[config.mk]
export PLATFORM = sky130hd
export DESIGN_NAME = ram_port_arbiter
export DESIGN_NICKNAME = d
export VERILOG_FILES = /design/src/rtl/ram_port_arbiter.sv
export SDC_FILE = /design/constraint.sdc
export NUM_CORES = 1
export LEC_CHECK = 0
export ABC_AREA = 1
export CAP_MARGIN = 20
export CORE_MARGIN = 1.5
export CORE_UTILIZATION = 34
export CTS_CLUSTER_DIAMETER = 150
export DETAILED_ROUTE_END_ITERATION = 7
export HOLD_SLACK_MARGIN = 0.06
export PLACE_DENSITY = 0.78
export REMOVE_ABC_BUFFERS = 1
export SYNTH_ARGS = -nofsm -noshare
export SYNTH_HDL_FRONTEND = slang
export SYNTH_SLANG_ARGS = --single-unit
export TNS_END_PERCENT = 50
[constraint.sdc]
create_clock -name clk -period 1.8 [get_ports clk]
set_input_delay 0.27 -clock clk [delete_from_list [all_inputs] [get_ports clk]]
set_output_delay 0.27 -clock clk [all_outputs]
set_load 0.02 [all_outputs]
[src/rtl/ram_port_arbiter.sv]
// Single-port RAM arbiter: CPU has priority, and a starvation counter bounds the aux wait.
// Aux may hold the port for locked bursts of up to AUX_MAX_BURST grants.
module ram_port_arbiter #(
  parameter int unsigned ADDR_W        = 7,
  parameter int unsigned DATA_W        = 8,
  parameter int unsigned AUX_MAX_WAIT  = 4,
  parameter int unsigned AUX_MAX_BURST = 8
) (
  input  logic              clk,
  input  logic              reset,
  input  logic              cpu_req,
  input  logic              cpu_we,
  input  logic [ADDR_W-1:0] cpu_addr,
  input  logic [DATA_W-1:0] cpu_wdata,
  output logic              cpu_gnt,
  output logic [DATA_W-1:0] cpu_rdata,
  output logic              cpu_rvalid,
  input  logic              aux_req,
  input  logic              aux_we,
  input  logic              aux_lock,
  input  logic [ADDR_W-1:0] aux_addr,
  input  logic [DATA_W-1:0] aux_wdata,
  output logic              aux_gnt,
  output logic [DATA_W-1:0] aux_rdata,
  output logic              aux_rvalid,
  output logic [ADDR_W-1:0] ram_addr,
  output logic [DATA_W-1:0] ram_data,
  output logic              ram_en,
  input  logic [DATA_W-1:0] ram_q,
  output logic              aux_starved
);

  localparam logic [3:0] LP_MAX_WAIT  = 4'(AUX_MAX_WAIT);
  localparam logic [3:0] LP_MAX_BURST = 4'(AUX_MAX_BURST);

  typedef enum logic {
    CPU_PRI,
    AUX_BURST
  } state_t;

  state_t            r_state;
  logic [3:0]        r_wait_cnt;
  logic [3:0]        r_burst_cnt;
  logic [DATA_W-1:0] r_cpu_rdata;
  logic [DATA_W-1:0] r_aux_rdata;
  logic              r_cpu_rvalid;
  logic              r_aux_rvalid;

  logic              w_cpu_gnt;
  logic              w_aux_gnt;
  logic              w_starved;
  logic [3:0]        w_burst_next;

  assign w_starved    = (r_wait_cnt == LP_MAX_WAIT);
  assign w_burst_next = r_burst_cnt + {3'b000, w_aux_gnt};

  always_comb begin
    w_cpu_gnt = 1'b0;
    w_aux_gnt = 1'b0;
    if (!reset) begin
      case (r_state)
        CPU_PRI: begin
          w_aux_gnt = aux_req & (~cpu_req | w_starved);
          w_cpu_gnt = cpu_req & ~w_aux_gnt;
        end
        AUX_BURST: begin
          w_aux_gnt = aux_req;
          w_cpu_gnt = 1'b0;
        end
        default: begin
          w_aux_gnt = 1'b0;
          w_cpu_gnt = 1'b0;
        end
      endcase
    end
  end

  always_comb begin
    ram_addr = '0;
    ram_data = '0;
    ram_en   = 1'b0;
    if (w_aux_gnt) begin
      ram_addr = aux_addr;
      ram_data = aux_wdata;
      ram_en   = aux_we;
    end else if (w_cpu_gnt) begin
      ram_addr = cpu_addr;
      ram_data = cpu_wdata;
      ram_en   = cpu_we;
    end
  end

  always_ff @(posedge clk) begin
    if (reset) begin
      r_state      <= CPU_PRI;
      r_wait_cnt   <= '0;
      r_burst_cnt  <= '0;
      r_cpu_rdata  <= '0;
      r_aux_rdata  <= '0;
      r_cpu_rvalid <= 1'b0;
      r_aux_rvalid <= 1'b0;
    end else begin
      r_cpu_rvalid <= w_cpu_gnt & ~cpu_we;
      r_aux_rvalid <= w_aux_gnt & ~aux_we;
      if (w_cpu_gnt && !cpu_we) r_cpu_rdata <= ram_q;
      if (w_aux_gnt && !aux_we) r_aux_rdata <= ram_q;

      if (w_aux_gnt || !aux_req) r_wait_cnt <= '0;
      else if (!w_starved)       r_wait_cnt <= r_wait_cnt + 4'd1;

      case (r_state)
        CPU_PRI: begin
          // A limit of one means the entry grant already completes the burst.
          if (w_aux_gnt && aux_lock && (LP_MAX_BURST > 4'd1)) begin
            r_state     <= AUX_BURST;
            r_burst_cnt <= 4'd1;
          end
        end
        AUX_BURST: begin
          if (!aux_lock || !aux_req || (w_burst_next == LP_MAX_BURST)) begin
            r_state     <= CPU_PRI;
            r_burst_cnt <= '0;
          end else begin
            r_burst_cnt <= w_burst_next;
          end
        end
        default: begin
          r_state     <= CPU_PRI;
          r_burst_cnt <= '0;
        end
      endcase
    end
  end

  assign cpu_gnt     = w_cpu_gnt;
  assign aux_gnt     = w_aux_gnt;
  assign cpu_rdata   = r_cpu_rdata;
  assign aux_rdata   = r_aux_rdata;
  assign cpu_rvalid  = r_cpu_rvalid;
  assign aux_rvalid  = r_aux_rvalid;
  assign aux_starved = w_starved;

endmodule
# Word-level counts from Yosys, hierarchy flattened
# Cells that the tools add are included.
dict set report op_classes {
  add_sub_neg 2
  eq_ne 3
  muxes 16
  bitwise 10
  n_reduce_logical 11
}
# op count
set op_table {}
lappend op_table {{$mux 8} 2}
lappend op_table {{$mux 7} 2}
lappend op_table {{$mux 4} 2}
lappend op_table {{$pmux 4 s2} 1}
lappend op_table {{$mux 1} 6}
lappend op_table {{$pmux 1 s2} 3}
lappend op_table {{$not 1->1} 5}
lappend op_table {{$add 4x1->4} 1}
lappend op_table {{$add 4x1->4 const B} 1}
lappend op_table {{$and 1x1->1} 4}
lappend op_table {{$eq 4x3->1 const B} 1}
lappend op_table {{$eq 4x4->1 const B} 1}
lappend op_table {{$logic_not 1->1} 4}
lappend op_table {{$logic_and 1x1->1} 3}
lappend op_table {{$logic_or 1x1->1} 3}
lappend op_table {{$ne 2x2->1 const B} 1}
lappend op_table {{$reduce_or 2->1} 1}
lappend op_table {{$or 1x1->1} 1}
dict set report totals {
  regBits 27
}

# Logic depth before layout (Yosys ltp)
dict set report logic_depth {
  word_depth 10
  ltp_mapped 14
  ltp_nobuf 13
}

# Least setup slack after synthesis
# No wires, ideal clock.
dict set report synth_timing {
  kind {register to register}
  from {register r_wait_cnt[0]}
  to {register r_state}
  setup_ps 116
  arrival_time_ps 1899
  path_slack_ps -215
  stages_incl_launch_ff 14
  path_buffers 1
  period_less_slack_ps 2015
  path_cell_list {dfxtp_1 > inv_1 > ha_1 > nand3_4 > a21boi_4 > buf_6 > ha_1 > ha_1 > nor2_1 > inv_1 > nor2_1 > nand2_1 > nand2_1 > a21oi_1}
}
dict set report synth_via {
  elab_chain_cells 10
  elab_cells_between_ends 12
  cone_classes {1 x add/sub; 2 x eq/ne; 5 x mux; 2 x bitwise; 2 x reduce/logical}
}
# element line
set synth_rtl {}
lappend synth_rtl {{from (decl)} 42} ;# logic [3:0] r_wait_cnt;
lappend synth_rtl {{from (signal assigned)} 109} ;# else if (!w_starved) r_wait_cnt <= r_wait_cnt + 4'd1;
lappend synth_rtl {{$eq 4x3->1 (*)} 54} ;# assign w_starved = (r_wait_cnt == LP_MAX_WAIT);
lappend synth_rtl {{$or 1x1->1 (*)} 63} ;# w_aux_gnt = aux_req & (~cpu_req | w_starved);
lappend synth_rtl {{$and 1x1->1 (*)} 63}
lappend synth_rtl {{$pmux 1 s2 (*)} 61} ;# case (r_state)
lappend synth_rtl {{$mux 1 (*)} 60} ;# if (!reset) begin
lappend synth_rtl {{via aux_gnt} 23} ;# output logic aux_gnt,
lappend synth_rtl {{$add 4x1->4} 55} ;# assign w_burst_next = r_burst_cnt + {3'b000, w_aux_gnt};
lappend synth_rtl {{$eq 4x4->1} 120} ;# if (!aux_lock || !aux_req || (w_burst_next == LP_MAX_BURST)) begin
lappend synth_rtl {{$logic_or 1x1->1} 120}
lappend synth_rtl {{$mux 1} 120}
lappend synth_rtl {{$pmux 1 s2 (*)} 111} ;# case (r_state)
lappend synth_rtl {{to (signal assigned)} 115} ;# r_state <= AUX_BURST;
lappend synth_rtl {{to (signal assigned)} 121} ;# r_state <= CPU_PRI;
lappend synth_rtl {{to (signal assigned)} 128} ;# r_state <= CPU_PRI;
lappend synth_rtl {{to (decl)} 41} ;# state_t r_state;
# Mark *: on every way through the listed nets, which the timed path passes. The rest lies on a longest branch.
# A chain may end at the register's enable or synchronous reset.

# Final worst setup path
dict set report layout_timing {
  from {register r_wait_cnt[0]}
  to {output ram_addr[4]}
}
dict set report layout_via {
  elab_chain_cells 9
  elab_cells_between_ends 11
  cone_classes {1 x eq/ne; 6 x mux; 4 x bitwise}
}
# element line
set layout_rtl {}
lappend layout_rtl {{$eq 4x3->1 (*)} 54}
lappend layout_rtl {{$or 1x1->1 (*)} 63}
lappend layout_rtl {{$and 1x1->1 (*)} 63}
lappend layout_rtl {{$not 1->1} 64} ;# w_cpu_gnt = cpu_req & ~w_aux_gnt;
lappend layout_rtl {{$and 1x1->1} 64}
lappend layout_rtl {{$pmux 1 s2} 61}
lappend layout_rtl {{$mux 1} 60}
lappend layout_rtl {{$mux 7} 86} ;# end else if (w_cpu_gnt) begin
lappend layout_rtl {{$mux 7 (*)} 82} ;# if (w_aux_gnt) begin
lappend layout_rtl {{to (decl)} 26} ;# output logic [ADDR_W-1:0] ram_addr,
# Mark *: on every way between the ends. The rest lies on a longest branch, timed or not.

==> impl_metrics.tcl <==
set metrics [dict create \
    status "complete, but fails checks" \
    violations "negative setup slack" \
    synth-xor-area-share 0.006019 \
    finalCritPeriodShare 1.049 \
    hold_path_class "register to register" \
    ant_nets 0 \
    clock_sinks 27 \
    area_growth_pct 80.31 \
    ys_seq_area_frac 0.3715 \
    slew_headroom 0.6823 \
    final_common_cell "nand2_1" \
    hold_violations 0 \
    p_seq_frac 0.452 \
    p_comb_frac 0.292 \
    rsz0062_at_grt "yes" \
    grt_overflow 0 \
    setup_ws_ps -89.04 \
    critical_path_arrival_ps 1620 \
    multiInputGateArea_um2 864.6 \
    fin_util 0.6466 \
    worstMarginPinSlew_ps 476.0 \
    dp.cells 357 \
    post-route-min-period_ps 1889 \
    core_um2 4058 \
    grt_max_degree 18 \
    wl_mm 4.239 \
    p_int_uw 997.9 \
    cp-start-kind "register" \
    critical_path_required_ps 1530 \
    setup_viol 8 \
    vias_per_cell 4.481 \
    regArea_um2 543.0 \
    cap_violations 0 \
    worst_r2r_path_depth 13 \
    ys.warnings.count 0 \
    wl_per_cell_um 11.58 \
    clkPwrFrac 0.257 \
    fillerInstances 344 \
    dr.first_iter.drc_count 27 \
    fin_cells 366 \
    hold_slack_ps 464.6 \
    cts-root-buf "clkbuf_8" \
    finalSetupTns_ps -321.7 \
    p_switching_uw 395.9 \
    fin_worst_skew_ps 4.553 \
    drtPass1Iterations 4 \
    cp_max_fo 8 \
    ir_worst_vdd_v 0.0005531 \
    clock_latency_ps 270 \
    io_buffers 81 \
    slew_viol_final 0 \
    hold_depth 2 \
    power_density_nw_per_um2 531.2 \
    die_w_um 68.42 \
    placed_cell_area_um2 2419 \
    initial_utilization 0.3586 \
    cts_buffer_depth 2 \
    leakage_nw 1.252 \
    synth_mux_area_frac 0 \
    synth_area_um2 1455 \
    diodes 0 \
    cts_tree "built" \
    antenna_found_initial 0 \
    gp_routability_congestion 0.7932 \
    synth.avg_cell_area_um2 6.800 \
    criticalPathCategory "register to primary output" \
    grt_pass1_wl_mm 6.306 \
    drive_gt1_frac 0.2595 \
    power_mw 1.394 \
    clkTransAtPathRegs_ps 100 \
    finalInstanceArea_um2 2624 \
    fmax_mhz 529.4 \
    synth_top_family_by_area "simple AND/OR/NAND/NOR gates" \
    vias 1640 \
    fp.dieH_um 68.42 \
    synth.distinct_cells 23 \
    ys_ff_latch 27 \
    cts_made_buffers 3 \
    h-tree-depth 1 \
    layout_common_cells "nand2_1, clkdlybuf4s50_1, dfxtp_1" \
    syn_inst 214 \
    synth-compound-area-share 0.04729 \
    pin_count 82 \
    dp_hpwl_mm 3.157 \
    layout.nets 366 \
    grt_pass1_vias 1533 \
    synth-simple-area-share 0.4445 \
    p_sw_frac 0.2840 \
    end_kind "primary output" \
    pre_cts_slack_ps -520.2 \
    track_usage 0.1791 \
    drc 0 \
    die-area_um2 4681 \
    rows 23 \
    synthAdderAreaFrac 0.03439 \
]
==> state kept, by name, indices dropped and copies added, names as in the netlist <==
| register | flops |
|---|---|
| cpu_rvalid | 1 |
| aux_rdata | 8 |
| r_burst_cnt | 4 |
| cpu_rdata | 8 |
| r_state | 1 |
| aux_rvalid | 1 |
| r_wait_cnt | 4 |
==> routing by layer <==
| layer | global-route usage | vias to the layer above | share of wire |
|---|---|---|---|
| li1 | - | 863 | - |
| met1 | 0.1739 | 702 | 0.37 |
| met2 | 0.3474 | 73 | 0.48 |
| met3 | 0.07566 | 2 | 0.14 |
| met4 | 0.03500 | 0 | 0.0021 |
| met5 | 0 | - | 0 |
==> critical path: stages, from the launching register on <==
cell	delay (ps)
dfxtp_2	330
inv_2	70
ha_4	140
nand3_4	80
a21boi_4	240
buf_12	160
buf_6	100
nand2_2	50
nand2_2	60
buf_6	110
==> final timing paths <==
path | to | slack, ps | start
worst min-delay path | cpu_rdata[3]$_SDFFE_PP0P_ | 460 | cpu_rdata[3]$_SDFFE_PP0P_
worst min register to register | cpu_rdata[3]$_SDFFE_PP0P_ | 460 | cpu_rdata[3]$_SDFFE_PP0P_
worst max register to register | r_state$_SDFF_PP0_ | -40 | r_wait_cnt[0]$_SDFFE_PP0N_
worst max-delay path | ram_addr[4] | -90 | r_wait_cnt[0]$_SDFFE_PP0N_
==> cell families (layout without fill, tap and decap cells) <==
kind of cell | after synthesis | count (layout)
adder cells (fa/ha/maj) | 4 | 4
flip-flops | 27 | 27
XOR/XNOR | 1 | 1
AND/OR/NAND/NOR | 142 | 142
buffers and inverters | 29 | 131
AO/OA/AOI/OAI | 11 | 11
==> power groups by stage <==
| stage | registers [mW] | clock network [mW] | logic (mW) |
|---|---|---|---|
| 2_1_floorplan | 0.665 | 0 | 0.123 |
| 3_3_place_gp | 0.642 | 0 | 0.370 |
| 3_5_place_dp | 0.643 | 0 | 0.373 |
| 4_1_cts | 0.630 | 0.365 | 0.403 |
| 5_1_grt | 0.632 | 0.396 | 0.439 |
| 6_report | 0.630 | 0.358 | 0.406 |
==> final cells by class <==
type,count,area share
flip-flops and latches,27,0.2070
clock buffers,3,0.01574
repair inverters,1,0.002384
repair buffers,102,0.3824
inverters,24,0.03624
well taps,50,0.02384
clock inverters,1,0.002861
multi-input cells,158,0.3295
==> cell usage after synthesis <==
master    count  area, um2
nor3_4        1      16.27
buf_6         4      45.04
buf_2         1      5.000
nor2_4        1      11.26
nand4_1       2      12.51
nor2_8        1      20.02
nand3_1      17      85.08
dfxtp_1      27      540.5
nand3_2       1      10.01
xnor2_1       1      8.760
nand2_1      90      337.8
inv_2         4      15.01
nor2_1       23      86.33
nand3b_4      1      20.02
a21oi_1       7      35.03
ha_1          4      50.05
or3_1         1      6.260
nand3_4       1      17.52
inv_1        20      75.07
nand2_4       1      11.26
o21ai_0       3      15.01
a21boi_4      1      18.77
nand2_2       2      12.51
==> repair_timing <==
action | CTS | global route
cloned | 2 | 0
setup buffers | 4 | 0
resized for setup | 123 | 20
hold buffers | 0 | 0
endpoints found under the setup margin | 22 | 20
pin swaps | 11 | 17
Note: power is estimated with default switching activity, not from simulation.
